--- src/rtl/text_tty.sv ---
// Character terminal: prints into text video memory and tracks the cursor.
// Define TEXT_TTY_SCROLL_EN to scroll at the bottom row; otherwise the cursor wraps to (0,0).
module text_tty #(
    parameter int COLS = 80,
    parameter int ROWS = 25
) (
    input  logic        CLOCK,
    input  logic        RESET,
    input  logic [7:0]  char_data,
    input  logic [7:0]  char_attr,
    input  logic        char_valid,
    output logic        char_ready,
    output logic        busy,
    output logic [7:0]  cursor_x,
    output logic [7:0]  cursor_y,
    output logic [12:0] text_address,
    output logic [7:0]  text_wdata,
    output logic        text_we,
    input  logic [7:0]  text_rdata
);

    localparam logic [7:0]  L_XMAX = 8'(COLS - 1);
    localparam logic [7:0]  L_YMAX = 8'(ROWS - 1);
    localparam logic [12:0] L_LAST = 13'(2 * COLS * ROWS - 1);
`ifdef TEXT_TTY_SCROLL_EN
    localparam logic [12:0] L_ROWB = 13'(2 * COLS);
    localparam logic [12:0] L_LROW = 13'(2 * COLS * (ROWS - 1));
`endif

    typedef enum logic [2:0] {
        S_IDLE, S_WCHAR, S_WATTR, S_ADV, S_CLR
`ifdef TEXT_TTY_SCROLL_EN
        , S_SCR_RD, S_SCR_WR, S_SCR_CLR
`endif
    } state_t;

    state_t      r_state;
    state_t      w_next;
    logic [7:0]  r_x;
    logic [7:0]  r_y;
    logic [7:0]  r_char;
    logic [7:0]  r_attr;
    logic [12:0] r_addr;
    logic [12:0] w_cell;
    logic [12:0] w_caddr;
    logic        w_last;
    logic [7:0]  w_nx;
    logic [7:0]  w_ny;
    logic        w_nl;
    logic [8:0]  w_tab;
    logic [7:0]  w_fill;
`ifdef TEXT_TTY_SCROLL_EN
    logic        w_scr;
`else
    logic        w_unused;
    assign w_unused = ^text_rdata;
`endif

    assign cursor_x = r_x;
    assign cursor_y = r_y;
    assign w_cell   = 13'(r_x) + 13'(COLS) * 13'(r_y);
    assign w_caddr  = w_cell << 1;
    assign w_last   = (r_addr == L_LAST);
    assign w_fill   = r_addr[0] ? r_attr : 8'h20;

    // State register; reset aborts any scroll or clear in flight
    always_ff @(posedge CLOCK or posedge RESET) begin
        if (RESET) r_state <= S_IDLE;
        else       r_state <= w_next;
    end

    // Cursor movement for the character held in r_char
    always_comb begin
        w_nx  = r_x;
        w_ny  = r_y;
        w_nl  = 1'b0;
        w_tab = ({1'b0, r_x} & 9'h1F8) + 9'd8;
`ifdef TEXT_TTY_SCROLL_EN
        w_scr = 1'b0;
`endif
        if (r_char >= 8'h20) begin
            if (r_x == L_XMAX) w_nl = 1'b1;
            else               w_nx = r_x + 8'd1;
        end else if (r_char == 8'h0D) begin
            w_nx = 8'd0;
        end else if (r_char == 8'h0A) begin
            w_nl = 1'b1;
        end else if (r_char == 8'h08) begin
            if (r_x != 8'd0) w_nx = r_x - 8'd1;
        end else if (r_char == 8'h09) begin
            w_nx = (w_tab > {1'b0, L_XMAX}) ? L_XMAX : w_tab[7:0];
        end
        if (w_nl) begin
            w_nx = 8'd0;
            if (r_y == L_YMAX) begin
`ifdef TEXT_TTY_SCROLL_EN
                w_scr = 1'b1;
`else
                w_ny = 8'd0;
`endif
            end else begin
                w_ny = r_y + 8'd1;
            end
        end
    end

    // Next-state decode
    always_comb begin
        w_next = r_state;
        case (r_state)
            S_IDLE: begin
                if (char_valid) begin
                    if (char_data == 8'h0C)      w_next = S_CLR;
                    else if (char_data >= 8'h20) w_next = S_WCHAR;
                    else                         w_next = S_ADV;
                end
            end
            S_WCHAR: w_next = S_WATTR;
            S_WATTR: w_next = S_ADV;
`ifdef TEXT_TTY_SCROLL_EN
            S_ADV:     w_next = w_scr ? S_SCR_RD : S_IDLE;
            S_SCR_RD:  w_next = S_SCR_WR;
            S_SCR_WR:  w_next = w_last ? S_SCR_CLR : S_SCR_RD;
            S_SCR_CLR: if (w_last) w_next = S_IDLE;
`else
            S_ADV:     w_next = S_IDLE;
`endif
            S_CLR:   if (w_last) w_next = S_IDLE;
            default: w_next = S_IDLE;
        endcase
    end

    // Memory port and status outputs decoded from the current state
    always_comb begin
        char_ready   = 1'b0;
        busy         = 1'b0;
        text_address = 13'd0;
        text_wdata   = 8'd0;
        text_we      = 1'b0;
        case (r_state)
            S_IDLE: char_ready = 1'b1;
            S_WCHAR: begin
                text_we      = 1'b1;
                text_address = w_caddr;
                text_wdata   = r_char;
            end
            S_WATTR: begin
                text_we      = 1'b1;
                text_address = w_caddr + 13'd1;
                text_wdata   = r_attr;
            end
            S_CLR: begin
                busy         = 1'b1;
                text_we      = 1'b1;
                text_address = r_addr;
                text_wdata   = w_fill;
            end
`ifdef TEXT_TTY_SCROLL_EN
            S_SCR_RD: begin
                busy         = 1'b1;
                text_address = r_addr;
            end
            S_SCR_WR: begin
                busy         = 1'b1;
                text_we      = 1'b1;
                text_address = r_addr - L_ROWB;
                text_wdata   = text_rdata;
            end
            S_SCR_CLR: begin
                busy         = 1'b1;
                text_we      = 1'b1;
                text_address = r_addr;
                text_wdata   = w_fill;
            end
`endif
            default: ;
        endcase
    end

    // Cursor, latched character/attribute and block-operation address
    always_ff @(posedge CLOCK or posedge RESET) begin
        if (RESET) begin
            r_x    <= 8'd0;
            r_y    <= 8'd0;
            r_char <= 8'd0;
            r_attr <= 8'd0;
            r_addr <= 13'd0;
        end else begin
            case (r_state)
                S_IDLE: begin
                    if (char_valid) begin
                        r_char <= char_data;
                        r_attr <= char_attr;
                        r_addr <= 13'd0;
                    end
                end
                S_ADV: begin
                    r_x <= w_nx;
                    r_y <= w_ny;
`ifdef TEXT_TTY_SCROLL_EN
                    r_addr <= L_ROWB;
`endif
                end
                S_CLR: begin
                    r_addr <= r_addr + 13'd1;
                    if (w_last) begin
                        r_x <= 8'd0;
                        r_y <= 8'd0;
                    end
                end
`ifdef TEXT_TTY_SCROLL_EN
                S_SCR_WR: r_addr <= w_last ? L_LROW : r_addr + 13'd1;
                S_SCR_CLR: begin
                    r_addr <= r_addr + 13'd1;
                    if (w_last) begin
                        r_x <= 8'd0;
                        r_y <= L_YMAX;
                    end
                end
`endif
                default: ;
            endcase
        end
    end

endmodule

--- config.mk ---
export PLATFORM = sky130hd
export DESIGN_NAME = text_tty
export DESIGN_NICKNAME = d
export VERILOG_FILES = /design/src/rtl/text_tty.sv
export SDC_FILE = /design/constraint.sdc
export NUM_CORES = 1
export LEC_CHECK = 0
export ABC_CLOCK_PERIOD_IN_PS = 2500
export CAP_MARGIN = 0
export CORE_UTILIZATION = 30
export DETAILED_ROUTE_END_ITERATION = 16
export GPL_TIMING_DRIVEN = 0
export HOLD_SLACK_MARGIN = 0.03
export PLACE_DENSITY = 0.53
export SLEW_MARGIN = 20
export SYNTH_ARGS = -nofsm -noshare
export SYNTH_HDL_FRONTEND = slang
export SYNTH_SLANG_ARGS = --single-unit
--- constraint.sdc ---
create_clock -name CLOCK -period 2.5 [get_ports CLOCK]
set_input_delay 0.25 -clock CLOCK [delete_from_list [all_inputs] [get_ports CLOCK]]
set_output_delay 0.25 -clock CLOCK [all_outputs]
set_load 0.02 [all_outputs]
[After elaboration in Yosys (flattened, before gate mapping)]
Cells that the tools add are included.
Operators by class
  add/subtract/negate cells: 7
  multipliers: 1
  div/mod/pow operators: 0
  $lt $le $gt $ge: 3
  equality and inequality tests: 19
  shifts and indexed selects: 0
  muxes and demuxes: 31
  bitwise operators: 0
  reduce and logical (&&, ||, !) cells: 10
Operators with widths (number)
  $mux 8: 13
  $eq 8x4->1 const B: 5
  $pmux 13 s3: 1
  $pmux 8 s2: 2
  $add 13x1->13 const B: 2
  $pmux 13 s2: 1
  $pmux 8 s3: 1
  $add 8x1->8 const B: 2
  $ge 8x6->1 const B: 2
  $eq 13x12->1 const B: 1
  $mux 13: 1
  $add 8x12->12: 1
  $ne 6x6->1 const B: 2
  $pmux 3 s4: 1
  $add 8x4->9 const B: 1
  $gt 9x7->1 const B: 1
  $mux 3: 3
  $eq 8x5->1 const B: 1
  $eq 8x7->1 const B: 1
  $mul 3x8->8 const A: 1
  $reduce_bool 8->1: 1
  $sub 8x1->8 const B: 1
  $mux 1: 7
  $eq 3x2->1 const B: 2
  12 further kinds: 17
Word-level totals
  flip-flop bits (word level): 48
  bits in latches: 0
  bits in writable memories: 0
  bits in read-only memories: 0
  bits of input ports: 27
  output and inout bits: 40
  logic and storage cells: 77
  memories: 0

[Longest topological paths before layout]
Gate-level depths: netlist (run 1).
  word-level depth: 10
  depth in mapped cells: 9
  depth with buffers taken out: 8

[Worst setup path before layout (run 1)]
Ideal clock, no wire load.
  path type: flip-flop to output port
  start: reg r_y[1], in the netlist cursor_y[1]
  end: out text_address[10]
  data arrival time: 2.456 ns
  required time: 2.250 ns
  path slack: -0.206 ns
  cell stages (with the launch flop): 9
  buffers on the path: 0
  cells stage by stage: dfrtp_1 > ha_1 > ha_1 > ha_1 > o21a_1 > a21oi_1 > nor2b_1 > xnor2_1 > o31ai_1
Between the ends
  word-level cells in the longest chain between the ends: 4
Ends and longest elaborated chain
  from (decl): line 40  | logic [7:0] r_y;
  from (signal assigned): line 199  | r_y <= w_ny;
  $mul 3x8->8 (*): line 61  | assign w_cell = 13'(r_x) + 13'(COLS) * 13'(r_y);
  $add 8x12->12 (*): line 61
  $add 13x1->13: line 149  | text_address = w_caddr + 13'd1;
  $pmux 13 s3 (*): line 140  | case (r_state)
  to (decl): line 16  | output logic [12:0] text_address,
Every way passes the cells marked *; elsewhere a longest branch is shown, timed or not.

[Worst setup path in the final report (run 1)]
  start: reg r_y[3], in the netlist cursor_y[3]
  end: out text_address[12]
Same word-level chain as after synthesis.

==> results of run 1 <==
## cell families after synthesis
logic type | Yosys count
muxes | 17
buffers and inverters | 39
AOI/OAI and AO/OA | 130
xor gates and xnor gates | 14
and+or+nand+nor | 140
adders and majority gates | 23
DFF | 48
## power breakdown
part	switching, mW	internal, mW
clock	0.316	0.471
sequential	0.258	0.984
combinational	1.42	1.13
## area by class of cell
cell class	count	area [um^2]	area share, %
Multi-Input combinational cell	324	2520	49.9
Sequential cell	48	1210	24.0
Timing Repair Buffer	82	795	15.7
Tap cell	143	179	3.55
Clock buffer	5	125	2.48
Buffer	21	110	2.18
Inverter	17	66.3	1.31
Clock inverter	3	42.5	0.843
## stage by stage
step	hold slack (ns)	instance area, um^2	total power, mW	TNS, ns	util [%]
5_1_grt	0.306	5050	4.90	-1.18	43.6
2_1_floorplan	0.367	3650	2.76	0	-
3_3_place_gp	0.491	4410	3.66	-5.77	38.2
3_5_place_dp	0.497	4430	3.66	-5.54	38.3
4_1_cts	0.274	4890	4.53	-0.475	42.3
6_report	0.263	5050	4.57	-0.726	43.6
## cells in the final DEF (no fill, tap or decap), drive strengths merged, types with 3 or more instances in the layout
cell	instances
a31oi	11
o2bb2ai	4
inv	17
xor2	5
and3	7
clkdlybuf4s50	40
clkbuf	20
nand2	38
mux2	16
o31ai	9
nand3	17
nand2b	4
and4	3
buf	37
ha	21
nand4	6
a21oi	18
nor4	8
o21ai	37
a22o	17
nor2b	4
o211ai	4
dlymetal6s2s	5
a21o	3
nor3	9
a31o	3
o21a	3
dfrtp	48
nor2	24
and2	5
clkdlybuf4s15	4
xnor2	9
nor4b	4
## worst max-delay path, stage by stage (launching register included)
cell and delay, ns:
dfrtp_2 0.45, ha_4 0.23, ha_4 0.16, fa_2 0.37
xor2_2 0.22, nand2_2 0.10, nor4_2 0.27, xnor2_1 0.10
a22o_1 0.21, buf_6 0.13
## flip-flops by register name, indices dropped and copies added, names as in the netlist
signal and count:
r_state 3, r_attr 8, cursor_y 8, cursor_x 8
r_char 8, r_addr 13
## layer usage
metal / routed length, um / vias to the layer above / GRT usage (%)
met5: 0 / - / 0
met4: 128 / 0 / 4.50
met3: 588 / 10 / 3.81
met2: 5380 / 104 / 30.4
met1: 5200 / 1751 / 24.2
li1: - / 1713 / -
## final timing paths
kind / start / end / slack, ns / depth (start not counted)
hold / removal: RESET / r_attr[6]$_DFFE_PP0P_ / 0.26 / 2
hold reg to reg: r_attr[0]$_DFFE_PP0P_ / r_attr[0]$_DFFE_PP0P_ / 0.51 / 1
min in group CLOCK: r_attr[0]$_DFFE_PP0P_ / r_attr[0]$_DFFE_PP0P_ / 0.51 / 1
max in group asynchronous: RESET / cursor_y[5]$_DFFE_PP0P_ / 1.71 / 3
setup / recovery: cursor_y[3]$_DFFE_PP0P_ / text_address[12] / -0.27 / 9
setup reg to reg: cursor_x[5]$_DFFE_PP0P_ / cursor_x[5]$_DFFE_PP0P_ / 0.09 / 6
## repair_timing
action | in CTS | in global routing
setup endpoints to repair | 31 | 33
gates resized for setup | 81 | 32
setup buffers | 14 | 10
pin swaps | 12 | 13
==> summary.md, run 1 <==
| Metric | Value |
|---|---|
| Status | finished with violations |
| Failing checks | DRC, setup timing |
| Num ports | 67 |
| Post-route insts no fill | about 640 |
| Post-Synth Adder-Cell Area | under 10% |
| Filler cells | between 1000 and 1500 |
| Syn. warnings | 0 |
| Largest net degree at the start of global routing | 32 |
| NumNets Final | 549 |
| Post-synth top area share | roughly 33% |
| Worst-path maximum fanout | 2 |
| Cells after DPL | slightly above 600 |
| Compound-Gate Fraction of Synth Area | roughly 25% |
| Pre-CTS setup slack | -0.610 ns |
| Clock tree buffer depth | 2 |
| Vias in the first global route | between 3000 and 4000 |
| Cell taking the most area after synthesis | dfrtp_1 |
| Hold Path Class | input port to async pin |
| Max-slew headroom | between 60 and 70% |
| Number of synthesized flops with an enable pin | 0 |
| Period utilisation layout | 111% |
| Global placer's final weighted congestion | around 0.89 |
| Max-Cap Viols | 0 |
| Vias/cell | 5.56 |
| Min Tclk post-route | 2.77 ns |
| Detailed Route WL | about 11000 um |
| Startpoint types | flop |
| Worst vdd ir | 617 uV |
| Congestion Overflow GR | 0 |
| Drt first pass iters | 10 |
| Synth Area in XOR/XNOR | about 3.4% |
| CTS tree | yes |
| Antenna viol nets, final | 0 |
| Clk slew on worst S/H paths | ~0.07 ns |
| Total CTS buffers | 5 |
| Count of input and output buffers | slightly below 60 |
| Area contributors post-synth | dfrtp_1 33%, ha_1 7.3%, o21ai_0 5.0% |
| Initial core utilization | between 30% and 40% |
| Avg WL per Cell | around 18 um |
| Post-synthesis sequential area ratio | approximately a third |
| Setup ws final | -0.269 ns |
| Synth async-reset ratio | 100% |
| Worst setup EP type | output port |
| Critical Path AT | ~2.5 ns |
| WS Path Type | flop to output port |
| Number of diodes | 0 |
| Die height | 112 um |
| Count leader, synth | dfrtp_1 |
| Vias | ~3600 |
| Post-Synth Simple-Gate Area | 20.1% |
| DR DRC count | 5 |
| Detailed Route Iter0 Violations | around 270 |
| Ys flop type | dfrtp_1 |
| Total core area | roughly 0.012 mm^2 |
| Mapped Area | about 0.0036 mm^2 |
| Sink Count | between 40 and 50 |
| Worst-margin pin slew | roughly 0.58 ns |
| Horiz. Die Dim | around 110 um |
| Post-route clock skew | between 0.008 and 0.009 ns |
| Die ar. | 0.0125 mm^2 |
| PD cells | ~900 mW/mm^2 |
| Area growth, synth to finish | 39.5% |
| Mux share of post-synthesis cell area | about 5.3% |
| Post-detail-place hpwl | a little over 8000 um |
| Share of layout cells above drive strength 1 | between 20 and 30% |
| RSZ-0062 raised after global routing | yes |
| Final slew viol count | 0 |
| GR Util All Layers | a little under a fifth |
| Synth cell types | 60 |
| First-pass GRT wire length | between 15000 and 20000 um |
| H-tree Lvls | 2 |
| #FFs+latches synth | between 40 and 50 |
| Most frequent cells after synthesis | 48 x dfrtp_1, 38 x nand2_1, 36 x o21ai_0 |
| Root Buffer | clkbuf_16 |
| Initial antenna violation count | 0 |
| Largest family of logic cells by synthesized area | compound AO/OA/AOI/OAI gates |
| Final hold viol count | 0 |
| Final setup vio count | 3 |
| Hold_buf cts | 0 |
| Synth Instances | ~410 |
| Fmax | between 0.3 and 0.4 GHz |
| Crit path required time | between 2 and 2.5 ns |
| Worst skew pair latency | between 0.2 and 0.3 ns |
| Rows | 39 |
| Synthesized area per cell | 8.80 um^2 |
| Syn Nets | 461 |
| Leakage | around 2.1 nW |
Power figures use the tool's default switching activity.
==> run 2, diff against run 1 <==
--- a/config.mk
+++ b/config.mk
@@ -7,6 +7,7 @@
 export LEC_CHECK = 0
 export ABC_CLOCK_PERIOD_IN_PS = 2500
 export CAP_MARGIN = 0
+export CORE_MARGIN = 2
 export CORE_UTILIZATION = 30
 export DETAILED_ROUTE_END_ITERATION = 16
 export GPL_TIMING_DRIVEN = 0
==> run 2 against run 1 <==
The run ends with setup timing left. Sequential power about the same. Flip-flop and latch count unchanged. Final area shrank 0.77%. Die area increased by 3.6%. Clock-buffer cell count stayed put. Sequential share of layout area up 0.21 points. Fmax rose by 3.4%. Clock skew fell by 0.0017 ns. Critical path depth is 1 lower. Total power is 0.54% higher. Register-to-register slack improved by 0.04 ns. Final cell count rose by 0.78%. Critical endpoint unchanged. Largest power group unchanged.
==> summary.md, run 2 (synthesis gave the netlist of run 1 again) <==
| Metric | Value |
|---|---|
| Filler cells | 1239 (was 1117) |
| Rows | 40 (was 39) |
| Largest register FFs | 13 (unchanged) |
| Count of input and output buffers | 58 (unchanged) |
| Antenna viol nets, final | 0 (unchanged) |
| Crit-path max cell delay | 0.56 ns (was 0.45 ns) |
| Vias in the first global route | 3576 (was 3534) |
| Final instance area | 0.00501 mm^2 (was 0.00505 mm^2) |
| CTS tree | yes (unchanged) |
| Placed inst area | 0.00444 mm^2 (was 0.00443 mm^2) |
| Vias | 3634 (was 3578) |
| Fmax | 0.373 GHz (was 0.361 GHz) |
| CP Depth | 8 (was 9) |
| Most frequent cells in the layout | 40 x dfrtp_1, 38 x nand2_1, 37 x clkdlybuf4s50_1 (was 41 x dfrtp_1, 40 x clkdlybuf4s50_1, 37 x nand2_1) |
| Setup TNS | -0.348 ns (was -0.726 ns) |
| Worst-margin pin slew | 0.622 ns (was 0.581 ns) |
| Total core area | 0.0119 mm^2 (was 0.0116 mm^2) |
| Die height | 114 um (was 112 um) |
| Worst skew pair latency | 0.30 ns (was 0.29 ns) |
| H-tree Lvls | 2 (unchanged) |
| Post-detail-place hpwl | 8160 um (was 8140 um) |
| First-pass GRT wire length | 18500 um (was 18300 um) |
| Cells after DPL | 617 (was 613) |
| Largest net degree at the start of global routing | 31 (was 32) |
| Final hold viol count | 0 (unchanged) |
| Avg WL per Cell | 17.5 um (was 17.6 um) |
| Top cell family by delay on the critical path | adder cells (unchanged) |
| Post-route insts no fill | 648 (was 643) |
| Worst-path cell chain | ha_4 -> ha_4 -> fa_2 -> nand2_1 -> nor4_2 -> xnor2_1 -> a22o_1 -> buf_6 (was ha_4 -> ha_4 -> fa_2 -> xor2_2 -> nand2_2 -> nor4_2 -> xnor2_1 -> a22o_1 -> buf_6) |
| Drt first pass iters | 5 (was 10) |
| Detailed Route Iter0 Violations | 227 (was 274) |
| Reg-to-reg slack, setup | 0.13 ns (was 0.09 ns) |
| Status | finished with violations (unchanged) |
| Hold_buf cts | 0 (unchanged) |
| Critical Path AT | 2.43 ns (was 2.52 ns) |
| Min Tclk post-route | 2.68 ns (was 2.77 ns) |
| Detailed Route WL | 11400 um (was 11300 um) |
| Share of layout cells above drive strength 1 | 25.1% (was 25.6%) |
| Register with the most flip-flops | r_addr (unchanged) |
| Hold Path Class | input port to async pin (unchanged) |
| Max-slew headroom | 58.2% (was 60.9%) |
| Leading cell type in the layout, fill and taps excluded | dfrtp_1 (unchanged) |
| Final slew viol count | 0 (unchanged) |
| Final setup vio count | 3 (unchanged) |
| Horiz. Die Dim | 114 um (was 112 um) |
| Reg2Reg Depth | 8 (was 6) |
| Initial core utilization | 30.4% (was 31.3%) |
| RSZ-0062 raised after global routing | yes (unchanged) |
| NumNets Final | 550 (was 549) |
| Area growth, synth to finish | 38.4% (was 39.5%) |
| PD cells | 919 mW/mm^2 (was 907 mW/mm^2) |
| Sink Count | 48 (unchanged) |
| GR Util All Layers | 17.8% (was 18.3%) |
| Worst vdd ir | 502 uV (was 617 uV) |
| Hold WS | 0.270 ns (was 0.263 ns) |
| Failing checks | setup timing (was DRC, setup timing) |
| Total CTS buffers | 5 (unchanged) |
| Die ar. | 0.0130 mm^2 (was 0.0125 mm^2) |
| Crit-path most repeated cell | ha_4 (unchanged) |
| Global placer's final weighted congestion | 0.872 (was 0.885) |
| Post-layout util | 42.0% (was 43.6%) |
| Critical Path Source | cursor_y[1]$_DFFE_PP0P_ (was cursor_y[3]$_DFFE_PP0P_) |
| Max-Cap Viols | 0 (unchanged) |
| Leakage | 2.17 nW (was 2.13 nW) |
| Number of diodes | 0 (unchanged) |
| Startpoint types | flop (unchanged) |
| Worst-path maximum fanout | 3 (was 2) |
| Num ports | 67 (unchanged) |
| Clk slew on worst S/H paths | 0.07 ns (about the same) |
| WS Path Type | flop to output port (unchanged) |
| Crit path required time | 2.25 ns (about the same) |
| Congestion Overflow GR | 0 (unchanged) |
| DR DRC count | 0 (was 5) |
| End point of the critical path | text_address[12] (unchanged) |
| Worst setup EP type | output port (unchanged) |
| Worst path buffer plus inverter count | 1 (unchanged) |
| Post-route clock skew | 0.00638 ns (was 0.00806 ns) |
| Vias/cell | 5.61 (was 5.56) |
| Period utilisation layout | 107% (was 111%) |
| CP max-delay cell | fa_2 (was dfrtp_2) |
| Critical R2R Capture | cursor_x[7]$_DFFE_PP0P_ (was cursor_x[5]$_DFFE_PP0P_) |
| Initial antenna violation count | 0 (unchanged) |
| Clock tree buffer depth | 2 (unchanged) |
| Setup ws final | -0.179 ns (was -0.269 ns) |
| Worst R2R Start | cursor_x[4]$_DFFE_PP0P_ (was cursor_x[5]$_DFFE_PP0P_) |
| Root Buffer | clkbuf_16 (unchanged) |
[run 2: changes by cell type in the layout (fill, tap and decap cells not counted), sizes merged]
cell / delta
clkinv: -1
clkdlybuf4s15: -4
inv: +1
clkbuf: +1
dlymetal6s2s: +3
clkdlybuf4s50: -3
buf: +4
[run 2: through the flow]
stage / worst slack (ns) / power [mW]
after floorplan: 0.0198 / 2.76
after global placement: -0.600 / 3.66
after detailed placement: -0.590 / 3.67
after CTS: -0.193 / 4.54
after global routing: -0.281 / 4.89
final: -0.179 / 4.60
[run 2: timing repair]
action,in CTS,in global routing
resized for setup,73,39
setup buffers,14,10
setup endpoints to repair,25,33
pin swaps,15,6
[run 2: worst reg2reg max path: cells and delay by family (launching register included)]
| kind | cells | cell delay, ns |
|---|---|---|
| flops | 1 | 0.46 |
| buf+inv | 2 | 0.35 |
| simple gates | 2 | 0.83 |
| fa+ha+maj | 1 | 0.16 |
| mux | 1 | 0.22 |
| compound gates | 2 | 0.23 |
[run 2: layer usage]
metal	track usage [%]	wire, um	up-vias
met3	2.39	605	15
met2	30.3	5540	125
met4	4.96	171	0
met5	0	0	-
li1	-	-	1721
met1	24.0	5050	1773
[run 2: final cells by class]
cell class / instances / area, um^2 / share of cell area (%)
multi-input combinational: 324 / 2490 / 49.7
sequential: 48 / 1210 / 24.2
timing repair buffer: 83 / 776 / 15.5
tap: 147 / 184 / 3.67
clock buffer: 5 / 125 / 2.50
buffer: 21 / 110 / 2.20
inverter: 17 / 66.3 / 1.32
clock inverter: 3 / 46.3 / 0.925
[run 2: where the power goes]
group          internal (mW)  switching [mW]
clock                  0.476           0.326
combinational           1.12            1.43
sequential             0.983           0.266
[run 2: worst min path at each step]
stage                            endpoint  slack, ns  depth (start not counted)
floorplan           r_char[1]$_DFFE_PP0P_       0.37                          2
global placement    r_attr[2]$_DFFE_PP0P_       0.49                          1
detailed placement  r_attr[6]$_DFFE_PP0P_       0.50                          1
CTS                 r_attr[7]$_DFFE_PP0P_       0.29                          2
global route        r_attr[7]$_DFFE_PP0P_       0.30                          2
finish              r_attr[7]$_DFFE_PP0P_       0.27                          2
==> run 3, diff against run 2 <==
--- a/config.mk
+++ b/config.mk
@@ -8,11 +8,11 @@
 export ABC_CLOCK_PERIOD_IN_PS = 2500
 export CAP_MARGIN = 0
 export CORE_MARGIN = 2
-export CORE_UTILIZATION = 30
+export CORE_UTILIZATION = 25
 export DETAILED_ROUTE_END_ITERATION = 16
 export GPL_TIMING_DRIVEN = 0
 export HOLD_SLACK_MARGIN = 0.03
-export PLACE_DENSITY = 0.53
+export PLACE_DENSITY = 0.46
 export SLEW_MARGIN = 20
 export SYNTH_ARGS = -nofsm -noshare
 export SYNTH_HDL_FRONTEND = slang
==> run 3 against run 2 <==
The flow still finishes with violations (setup timing). Setup slack worse by 0.12 ns. Combinational power hardly changed. Fmax is 4.4% lower. Flip-flop and latch count unchanged. Core utilization shrank 5.8 points. Hold slack improved by 0.13 ns. Clock skew grew 0.0013 ns. Clock power down 1%. Critical path depth increased by 1. Final area rose by 1.2%. Sequential share of layout area decreased by 0.32 points. Global-route usage fell by 2.5 points. Largest cell class unchanged. Largest power group unchanged.
==> summary.md, run 3 (synthesis gave the netlist of run 1 again) <==
| Metric | Value |
|---|---|
| Status | finished with violations (unchanged) |
| Failing checks | setup timing (unchanged) |
| Total CTS buffers | 5 (unchanged) |
| Cell Int Power | 2.59 mW (was 2.58 mW) |
| Critical R2R Capture | cursor_x[6]$_DFFE_PP0P_ (was cursor_x[7]$_DFFE_PP0P_) |
| Largest register FFs | 13 (unchanged) |
| Final instance area | 0.00507 mm^2 (was 0.00501 mm^2) |
| Reg2Reg Depth | 7 (was 8) |
| Rows | 43 (was 40) |
| Worst R2R Start | cursor_x[0]$_DFFE_PP0P_ (was cursor_x[4]$_DFFE_PP0P_) |
| Count of input and output buffers | 58 (unchanged) |
| DR DRC count | 0 (unchanged) |
| H-tree Lvls | 2 (unchanged) |
| NumNets Final | 544 (was 550) |
| Total power draw | 4.63 mW (was 4.60 mW) |
| Wl on met1 | 5520 um (was 5050 um) |
| Sequential group share of total power | 27.1% (was 27.2%) |
| Max-slew headroom | 56.7% (was 58.2%) |
| Min Tclk post-route | 2.80 ns (was 2.68 ns) |
| Root Buffer | clkbuf_16 (unchanged) |
| Largest net degree at the start of global routing | 49 (was 31) |
| Final hold viol count | 0 (unchanged) |
| Leakage | 2.11 nW (was 2.17 nW) |
| Vias/cell | 5.27 (was 5.61) |
| First-pass GRT wire length | 19400 um (was 18500 um) |
| Met3 wire length | 559 um (was 605 um) |
| Avg WL per Cell | 17.5 um (about the same) |
| Antenna viol nets, final | 0 (unchanged) |
| Detailed Route WL | 11800 um (was 11400 um) |
| Final slew viol count | 0 (unchanged) |
| Post-detail-place hpwl | 8420 um (was 8160 um) |
| Total core area | 0.0140 mm^2 (was 0.0119 mm^2) |
| Sw Pwr | 2.04 mW (was 2.02 mW) |
| GR Util All Layers | 15.4% (was 17.8%) |
| Congestion Overflow GR | 0 (unchanged) |
| Horiz. Die Dim | 124 um (was 114 um) |
| Worst-path maximum fanout | 2 (was 3) |
| Hold Path Class | input port to async pin (unchanged) |
| Startpoint types | flop (unchanged) |
| Worst-margin pin slew | 0.649 ns (was 0.622 ns) |
| RSZ-0062 raised after global routing | yes (unchanged) |
| Initial antenna violation count | 0 (unchanged) |
| WS Path Type | flop to output port (unchanged) |
| Vias in the first global route | 3595 (was 3576) |
| Met2 Wirelength | 5630 um (was 5540 um) |
| Most frequent cells in the layout | 41 x dfrtp_1, 40 x clkdlybuf4s50_1, 37 x nand2_1 (was 40 x dfrtp_1, 38 x nand2_1, 37 x clkdlybuf4s50_1) |
| Num ports | 67 (unchanged) |
| Max-Cap Viols | 0 (unchanged) |
| Drt first pass iters | 4 (was 5) |
| DR top layer | met4 (unchanged) |
| Fmax | 0.357 GHz (was 0.373 GHz) |
| Post-route clock skew | 0.00768 ns (was 0.00638 ns) |
| Vias | 3555 (was 3634) |
| Register with the most flip-flops | r_addr (unchanged) |
| Area growth, synth to finish | 40.2% (was 38.4%) |
| Sink Count | 48 (unchanged) |
| Detailed Route Iter0 Violations | 142 (was 227) |
| Setup ws final | -0.301 ns (was -0.179 ns) |
| PD cells | 914 mW/mm^2 (was 919 mW/mm^2) |
| Critical Path AT | 2.55 ns (was 2.43 ns) |
| Placed inst area | 0.00446 mm^2 (was 0.00444 mm^2) |
| Reg-to-reg slack, setup | 0.15 ns (was 0.13 ns) |
| Crit path required time | 2.25 ns (about the same) |
| Die ar. | 0.0154 mm^2 (was 0.0130 mm^2) |
| Filler cells | 1465 (was 1239) |
| Critical Path Source | cursor_y[1]$_DFFE_PP0P_ (unchanged) |
| Worst skew pair latency | 0.30 ns (about the same) |
| Share of layout cells above drive strength 1 | 25.7% (was 25.1%) |
| CTS tree | yes (unchanged) |
| Global placer's final weighted congestion | 0.822 (was 0.872) |
| Initial core utilization | 25.9% (was 30.4%) |
| Leading cell type in the layout, fill and taps excluded | dfrtp_1 (unchanged) |
| Die height | 124 um (was 114 um) |
| Combinational Power Share | 55.7% (was 55.4%) |
| Clk slew on worst S/H paths | 0.07 ns (about the same) |
| Clock share of power | 17.1% (was 17.4%) |
| Period utilisation layout | 112% (was 107%) |
| Worst setup EP type | output port (unchanged) |
| Switching Share | 44.1% (was 43.9%) |
| Hold_buf cts | 0 (unchanged) |
| Final setup vio count | 3 (unchanged) |
| Clock tree buffer depth | 2 (unchanged) |
| Worst vdd ir | 590 uV (was 502 uV) |
| Number of diodes | 0 (unchanged) |
[run 3: cell types whose count changed in the layout (fill, tap and decap cells not counted), moves of 2 or more]
cell / before / now
buf_2: 8 / 6
buf_4: 24 / 19
buf_6: 7 / 9
clkbuf_2: 9 / 7
clkdlybuf4s15_2: 0 / 2
clkdlybuf4s50_1: 37 / 40
dlymetal6s2s_1: 8 / 5
nor2_1: 23 / 21
[run 3: cell type report]
cell class                 instances  area, um^2  share of cell area (%)
inverter                          17        68.8                    1.36
clock buffer                       5         125                    2.47
timing repair buffer              77         733                    14.5
clock inverter                     3        42.5                   0.839
tap                              180         225                    4.44
sequential                        48        1210                    23.9
buffer                            21         113                    2.22
multi-input combinational        324        2550                    50.3
[run 3: per-layer routing]
layer	global-route usage, %	vias to the layer above
met4	4.10	0
met2	25.4	90
met3	3.01	9
met5	0	-
li1	-	1701
met1	20.6	1755
[run 3: how the worst max path moves through the flow]
stage	slack [ns]	cells after the start	to
2_1_floorplan	0.02	7	text_address[12]
3_3_place_gp	-0.63	9	text_address[10]
3_5_place_dp	-0.64	9	text_address[10]
4_1_cts	-0.24	9	text_address[12]
5_1_grt	-0.42	9	text_address[12]
6_report	-0.30	9	text_address[12]
[run 3: worst max-delay path, cell delays in order, from the launching register on]
cell,delay (ns)
dfrtp_2,0.44
ha_4,0.25
ha_4,0.16
fa_2,0.37
xor2_2,0.21
nand2_2,0.11
nor4_4,0.26
xnor2_1,0.11
a22o_1,0.22
buf_6,0.13
[run 3: power by group through the flow]
stage / sequential, mW / clock (mW) / combinational, mW
4_1_cts: 1.25 / 0.818 / 2.49
3_3_place_gp: 1.23 / 0 / 2.45
6_report: 1.26 / 0.794 / 2.58
2_1_floorplan: 1.21 / 0 / 1.55
5_1_grt: 1.30 / 0.857 / 2.81
3_5_place_dp: 1.24 / 0 / 2.44
[run 3: what timing repair did]
item | 4_1_cts | 5_1_grt
endpoints found under the setup margin | 32 | 32
pin swaps | 12 | 19
resized for setup | 82 | 44
buffers inserted | 12 | 8
gates cloned | 0 | 0
[run 3: metrics by stage]
| stage | setup TNS, ns | util, % | worst slack (ns) | instances | hold slack, ns |
|---|---|---|---|---|---|
| 2_1_floorplan | 0 | - | 0.0198 | 411 | 0.367 |
| 3_3_place_gp | -9.92 | 31.9 | -0.629 | 649 | 0.491 |
| 6_report | -0.672 | 36.2 | -0.301 | 675 | 0.396 |
| 3_5_place_dp | -5.75 | 31.9 | -0.639 | 649 | 0.497 |
| 5_1_grt | -1.12 | 36.2 | -0.424 | 675 | 0.466 |
| 4_1_cts | -0.611 | 35.0 | -0.245 | 668 | 0.423 |
